File: src/rtl/stopwatch_pkg.sv
// Shared types and default timing constants for the stopwatch control front end.
package stopwatch_pkg;

  typedef enum logic [1:0] {
    IDLE  = 2'd0,
    RUN   = 2'd1,
    PAUSE = 2'd2,
    CLEAR = 2'd3
  } sw_state_t;

  localparam int unsigned TICK_DIV_DEF   = 100000;
  localparam int unsigned DEB_CYCLES_DEF = 500000;

endpackage

File: src/rtl/btn_debounce.sv
// Button conditioner: 2-flop synchroniser, stability counter, and a one-cycle
// press pulse on each accepted rising level.
module btn_debounce
  import stopwatch_pkg::*;
#(
  parameter int unsigned DEB_CYCLES = DEB_CYCLES_DEF
) (
  input  logic clk,
  input  logic reset,
  input  logic btn,
  output logic press
);

  localparam int unsigned CW = $clog2(DEB_CYCLES);
  localparam logic [CW-1:0] CNT_LAST = CW'(DEB_CYCLES - 1);

  logic          sync1;
  logic          sync2;
  logic          level;
  logic [CW-1:0] cnt;

  // cnt counts consecutive samples disagreeing with the accepted level;
  // any agreeing sample (i.e. a change back) restarts it.
  always_ff @(posedge clk or negedge reset) begin
    if (!reset) begin
      sync1 <= 1'b0;
      sync2 <= 1'b0;
      level <= 1'b0;
      cnt   <= '0;
      press <= 1'b0;
    end else begin
      sync1 <= btn;
      sync2 <= sync1;
      press <= 1'b0;
      if (sync2 == level) begin
        cnt <= '0;
      end else if (cnt == CNT_LAST) begin
        cnt   <= '0;
        level <= sync2;
        press <= sync2;
      end else begin
        cnt <= cnt + 1'b1;
      end
    end
  end

endmodule

File: src/rtl/stopwatch_ctrl.sv
// Stopwatch run/pause/clear FSM, count-enable prescaler and optional lap hold.
// Lap hold and its ports are compiled in with STOPWATCH_LAP_EN.
module stopwatch_ctrl
  import stopwatch_pkg::*;
#(
  parameter int unsigned TICK_DIV   = TICK_DIV_DEF,
  parameter int unsigned DEB_CYCLES = DEB_CYCLES_DEF
) (
  input  logic        clk,
  input  logic        reset,
  input  logic        btn_run,
  input  logic        btn_clear,
`ifdef STOPWATCH_LAP_EN
  input  logic        btn_lap,
  input  logic [31:0] cnt_data,
  output logic [31:0] disp_data,
`endif
  output logic        tc_cnt,
  output logic        cnt_clear,
  output logic        running
);

  localparam int unsigned PW = $clog2(TICK_DIV);
  localparam logic [PW-1:0] PRESC_LAST = PW'(TICK_DIV - 1);

  sw_state_t     state;
  sw_state_t     state_nx;
  logic [PW-1:0] presc;
  logic          run_press;
  logic          clear_press;

  btn_debounce #(.DEB_CYCLES(DEB_CYCLES)) u_deb_run (
    .clk   (clk),
    .reset (reset),
    .btn   (btn_run),
    .press (run_press)
  );

  btn_debounce #(.DEB_CYCLES(DEB_CYCLES)) u_deb_clear (
    .clk   (clk),
    .reset (reset),
    .btn   (btn_clear),
    .press (clear_press)
  );

  always_comb begin
    state_nx = state;
    case (state)
      IDLE: begin
        if (clear_press)    state_nx = CLEAR;
        else if (run_press) state_nx = RUN;
      end
      RUN: begin
        if (run_press) state_nx = PAUSE;
      end
      PAUSE: begin
        if (clear_press)    state_nx = CLEAR;
        else if (run_press) state_nx = RUN;
      end
      CLEAR:   state_nx = IDLE;
      default: state_nx = IDLE;
    endcase
  end

  // running/cnt_clear are registered from the next state so they line up
  // with the state register rather than lagging it by a cycle.
  always_ff @(posedge clk or negedge reset) begin
    if (!reset) begin
      state     <= IDLE;
      running   <= 1'b0;
      cnt_clear <= 1'b0;
    end else begin
      state     <= state_nx;
      running   <= (state_nx == RUN);
      cnt_clear <= (state_nx == CLEAR);
    end
  end

  always_ff @(posedge clk or negedge reset) begin
    if (!reset) begin
      presc  <= '0;
      tc_cnt <= 1'b0;
    end else begin
      tc_cnt <= 1'b0;
      case (state)
        RUN: begin
          if (presc == PRESC_LAST) begin
            presc  <= '0;
            tc_cnt <= 1'b1;
          end else begin
            presc <= presc + 1'b1;
          end
        end
        PAUSE:   presc <= presc;
        default: presc <= '0;
      endcase
    end
  end

`ifdef STOPWATCH_LAP_EN
  logic        lap_press;
  logic        lap_hold;
  logic [31:0] lap_reg;

  btn_debounce #(.DEB_CYCLES(DEB_CYCLES)) u_deb_lap (
    .clk   (clk),
    .reset (reset),
    .btn   (btn_lap),
    .press (lap_press)
  );

  always_ff @(posedge clk or negedge reset) begin
    if (!reset) begin
      lap_hold  <= 1'b0;
      lap_reg   <= '0;
      disp_data <= '0;
    end else begin
      disp_data <= lap_hold ? lap_reg : cnt_data;
      if (state == CLEAR) begin
        lap_hold <= 1'b0;
      end else if (lap_press && (state == RUN || state == PAUSE)) begin
        lap_hold <= !lap_hold;
        if (!lap_hold) lap_reg <= cnt_data;
      end
    end
  end
`endif

endmodule
File: config.mk
export PLATFORM = sky130hd
export DESIGN_NAME = stopwatch_ctrl
export DESIGN_NICKNAME = d
export VERILOG_FILES = /design/src/rtl/stopwatch_pkg.sv /design/src/rtl/btn_debounce.sv /design/src/rtl/stopwatch_ctrl.sv
export SDC_FILE = /design/constraint.sdc
export NUM_CORES = 1
export LEC_CHECK = 0
export ABC_AREA = 0
export CORE_MARGIN = 3
export CORE_UTILIZATION = 25
export CTS_CLUSTER_SIZE = 16
export DETAILED_ROUTE_END_ITERATION = 10
export GPL_TIMING_DRIVEN = 0
export HOLD_SLACK_MARGIN = 0.1
export PLACE_DENSITY = 0.42
export SLEW_MARGIN = 20
export SYNTH_ARGS = -nofsm -noshare
export SYNTH_HDL_FRONTEND = slang
export SYNTH_SLANG_ARGS = --single-unit
File: constraint.sdc
create_clock -name clk -period 3.14 [get_ports clk]
set_input_delay 0.628 -clock clk [delete_from_list [all_inputs] [get_ports clk]]
set_output_delay 0.628 -clock clk [all_outputs]
set_load 0.1 [all_outputs]
; Word level (Yosys, flattened, before mapping)
; Index checks and enable logic that the tools add are counted.
[totals]
wordCells = 50
inputBits = 4
reg_bits = 68
out_inout_bits = 3
[classes]
n_eq_ne = 10
n_reduce_logical = 4
muxes = 16
n_bitwise = 2
n_addsub = 3
[op_table]
columns = op, n
row1 = $mux W19, 4
row2 = $add A19 B1 Y19 const B, 2
row3 = $eq A19 B19 Y1 const B, 2
row4 = $pmux W17 S2, 1
row5 = $add A17 B1 Y17 const B, 1
row6 = $eq A17 B17 Y1 const B, 1
row7 = $mux W17, 1
row8 = $eq A2 B2 Y1 const B, 3
row9 = $mux W1, 6
row10 = $mux W2, 3
row11 = $pmux W2 S3, 1
row12 = $eq A2 B1 Y1 const B, 2
row13 = $reduce_and A2 Y1, 2
row14 = $eq A1 B1 Y1, 2
row15 = $logic_not A2 Y1, 1
row16 = $not A1 Y1, 2
row17 = $reduce_or A2 Y1, 1

; Depth between registers and ports, before layout
[logic_depth]
depth_word = 4
mapped_depth = 7
mapped_depth_nobuf = 5

; Hierarchy
; From an unflattened synthesis, not the netlist that was laid out.
[hier_totals]
cells_unflattened = 347
hier_area_um2 = 3415.8
[modules_own_cells]
columns = mod, area_per_inst_um2, seq_area_each_um2, cells_each, instances
row1 = btn_debounce, 1118.6, 575.6, 110, 2
row2 = stopwatch_ctrl, 1178.6, 550.5, 127, 1

; Worst setup path before layout
; Ideal clock, no wire load.
[synth_timing]
path_kind = register to register
start = register u_deb_run.cnt[0]
end = register u_deb_run.cnt[10]
synth_period_minus_slack_ps = 1717
slack_ps = 1423
n_path_buf = 2
stages_incl_launch_ff = 8
arrival_time_ps = 1595
setup_time_ps = 121
required_time_ps = 3019
cell_sequence = dfrtp_1 -> ha_1 -> and4_1 -> buf_2 -> nand4_1 -> o21ai_2 -> buf_2 -> nor2_1
[synth_between]
elab_chain_len = 3
word_cells_on_any_way = 4
classes_between = add/sub: 1 / eq/ne: 1 / mux: 2
[synth_lines]
columns = item, line
row1 = "start, declared", btn_debounce.sv:20  ; logic [CW-1:0] cnt;
row2 = "start signal, assigned", btn_debounce.sv:42  ; cnt <= cnt + 1'b1;
row3 = $add A19 B1 Y19 or $eq A19 B19 Y1 (tied branches), "btn_debounce.sv:42, btn_debounce.sv:37"
row4 = $mux W19 *, btn_debounce.sv:37  ; end else if (cnt == CNT_LAST) begin
row5 = $mux W19 *, btn_debounce.sv:35  ; if (sync2 == level) begin
; Every way passes the cells marked *; elsewhere a longest branch is shown, timed or not.
; A chain may end at the register's enable or synchronous reset.

; Worst setup path in the final report
[layout_timing]
start = register cnt_clear
end = output port cnt_clear
[layout_lines]
columns = item, line
row1 = "start, declared", stopwatch_ctrl.sv:19  ; output logic cnt_clear,
row2 = "start signal, assigned", stopwatch_ctrl.sv:75  ; cnt_clear <= (state_nx == CLEAR);
; No word-level cell between the ends.

==> flow_metrics.tcl <==
set metrics [dict create \
    worst_setup_path_end_kind "primary output" \
    worst_r2r_startpoint "presc[0]" \
    ff2ff_path_depth 6 \
    post_cts_buffers 0 \
    synth_area_leaders "dfrtp_1, nor2_1, nand4_1" \
    diodes 0 \
    synth_top_area_cell "dfrtp_1" \
    r2r_slack_ns 1.03 \
    powerDensity_mw_per_mm2 509.8 \
    finalHoldViolCount 0 \
    postCtsHoldBufs 0 \
    pre_cts_ws_ns 1.051 \
    initialDrtViolationCount 162 \
    yosysTopAreaCellShare 0.5028 \
    path_buf_inv 1 \
    synth-seq-cells 68 \
    fp.dieH_um 122.4 \
    final.fill_count 1379 \
    slowest_delay_ns 1.13 \
    io_pins 7 \
    combPwrFrac 0.023 \
    p_int_w 0.001617 \
    clkPwrFrac 0.540 \
    die_w_um 122.4 \
    initial_core_util 0.2618 \
    max_cap_violations 0 \
    final_common_cell "dfrtp_1" \
    power_switching_w 0.0004284 \
    finalCriticalPeriod_ns 2.410 \
    groute.usage.overall 0.1106 \
    holdWs_ns 0.1871 \
    crit_path_max_fanout 1 \
    ir_drop_mv 0.2154 \
    startpoint "cnt_clear" \
    worst_slack_ns 0.7298 \
    crit_required_ns 2.51 \
    place_congestion 0.7633 \
    crit_type "flip-flop to primary output" \
    htreeDepth 3 \
    final_cell_mix "dfrtp_1, nor2_1, nand2_1" \
    async_reset_ff_frac 1.000 \
    num_rows 41 \
    clock_latency_ns 0.33 \
    setup_violations 0 \
    path_cells "clkdlybuf4s50_1" \
    port_buffers 6 \
    p_leak_nw 1.597 \
    antenna_found_initial 0 \
    ys_seq_area_frac 0.5028 \
    fp.coreArea_mm2 0.01293 \
    cts_tree "yes" \
    crit_path_top_delay_cell "clkdlybuf4s50_1" \
    clk_pin_slew_ns 0.06 \
    wl_per_cell_um 13.72 \
    dieArea_mm2 0.01497 \
    synth_area_mm2 0.003384 \
    arrival_ns 1.78 \
    drive_gt1_frac 0.09863 \
    dp.cells 521 \
    drtPass1Iterations 4 \
    synthFlopType "dfrtp_1" \
    area_growth_pct 18.52 \
    slew_headroom 0.3478 \
    slew_violations 0 \
    grt_pass1_wl_mm 13.23 \
    skew_ns 0.005765 \
    cts_resized 0 \
    via_per_inst 4.885 \
    syn_nets 349 \
    cts_buffers 9 \
    postLayoutCellArea_mm2 0.004011 \
    instances_no_fill 537 \
    sequentialPowerShare 0.437 \
    grt_max_degree 49 \
    grt_overflow 0 \
    crit_path_end "cnt_clear" \
    place_area_mm2 0.003685 \
    max_freq_mhz 414.9 \
    drc 0 \
    synth_edf_count 0 \
    ant_nets 0 \
    nets 367 \
    clk_path_buf_depth 2 \
    final_util 0.3103 \
    worst_slew_pin_slew_ns 0.9753 \
    post-route-period-util 0.7676 \
    rsz0062_at_grt "false" \
    outcome "finished clean" \
    yosys_warnings 0 \
    critPathLaunchType "flip-flop" \
    dpl.hpwl_mm 5.076 \
    cts_root_buf "clkbuf_16" \
    critPathTopFamily "buffers and inverters" \
    num_vias 2623 \
    synthCells 342 \
    worst_hold_path_type "input port to async pin" \
    wirelength_mm 7.370 \
    clock_sinks 68 \
    first_global_vias 2723 \
    cp.depth 1 \
    avgSynthCellArea_um2 9.896 \
    yosys.cell_types.count 49 \
    timing.rr.end "presc[9]" \
    p_sw_frac 0.2095 \
]
cell families after synthesis:
kind of cell / after synthesis / share of synthesized area
AO/OA/AOI/OAI: 51 / 0.09502
XOR/XNOR: 27 / 0.06987
adder cells (fa/ha/maj): 3 / 0.01109
buffers and inverters: 18 / 0.02292
flip-flops: 68 / 0.5028
multiplexers: 4 / 0.01257
AND/OR/NAND/NOR: 171 / 0.2858
stage by stage:
| stage | power (W) | TNS, ns |
|---|---|---|
| finish | 0.002045 | 0 |
| global route | 0.002129 | 0 |
| CTS | 0.002087 | 0 |
| detailed placement | 0.0009596 | 0 |
| global placement | 0.0009549 | -73.74 |
| floorplan | 0.0009253 | 0 |
worst register-to-register path: cells and delay by family (launching register included):
kind                     cells  cell delay [ns]
AO/OA/AOI/OAI                1             0.23
adder cells (fa/ha/maj)      1             0.26
buffers and inverters        1             0.34
flip-flops                   1             0.42
multiplexers                 1             0.09
AND/OR/NAND/NOR              2             0.65
flip-flops by register name, indices dropped and copies added (netlist names):
register,cells
u_deb_clear.sync2,1
presc,17
u_deb_run.press,1
cnt_clear,1
u_deb_run.sync1,1
u_deb_clear.cnt,19
u_deb_run.sync2,1
u_deb_clear.sync1,1
running,1
u_deb_run.cnt,19
u_deb_run.level,1
state,2
u_deb_clear.level,1
u_deb_clear.press,1
tc_cnt,1
layer usage:
| layer | global-route usage | wire length [um] | vias to the layer above |
|---|---|---|---|
| li1 | - | - | 1293 |
| met4 | 0.04409 | 130 | 0 |
| met5 | 0 | 0 | - |
| met1 | 0.1473 | 3636 | 1284 |
| met3 | 0.02765 | 214 | 10 |
| met2 | 0.1724 | 3388 | 36 |
worst min-delay path by stage:
| stage | start | cells after the start | to |
|---|---|---|---|
| floorplan | reset | 0 | cnt_clear |
| global placement | u_deb_run.sync1 | 0 | u_deb_run.sync2 |
| detailed placement | u_deb_clear.sync1 | 0 | u_deb_clear.sync2 |
| CTS | reset | 1 | u_deb_run.cnt[2] |
| global route | reset | 1 | u_deb_run.cnt[1] |
| finish | reset | 1 | presc[1] |
layout make-up:
cell class,instances,area (um^2),area share
well taps,172,215.2,0.05365
clock inverters,6,87.58,0.02183
plain buffers,14,62.56,0.01560
flip-flops and latches,68,1702,0.4242
repair buffers,7,85.08,0.02121
clock buffers,10,239.0,0.05958
inverters,4,15.01,0.003743
multi-input cells,256,1605,0.4002
synthesized netlist by cell type (all sizes together), types with 7 or more instances:
master / number
dfrtp: 68
nor2: 34
nand2: 26
nand3: 20
nand4: 20
xor2: 14
xnor2: 13
a21oi: 12
o21ai: 12
a31oi: 10
and3: 8
and4: 8
buf: 7
clkbuf: 7
or3: 7
power by group through the flow:
stage	logic, W	registers, W	clock network [W]
finish	0.0000466	0.000894	0.00110
global route	0.0000546	0.000895	0.00118
CTS	0.0000499	0.000894	0.00114
detailed placement	0.0000498	0.000910	0
global placement	0.0000452	0.000910	0
floorplan	0.0000175	0.000908	0
Power figures use the tool's default switching activity.
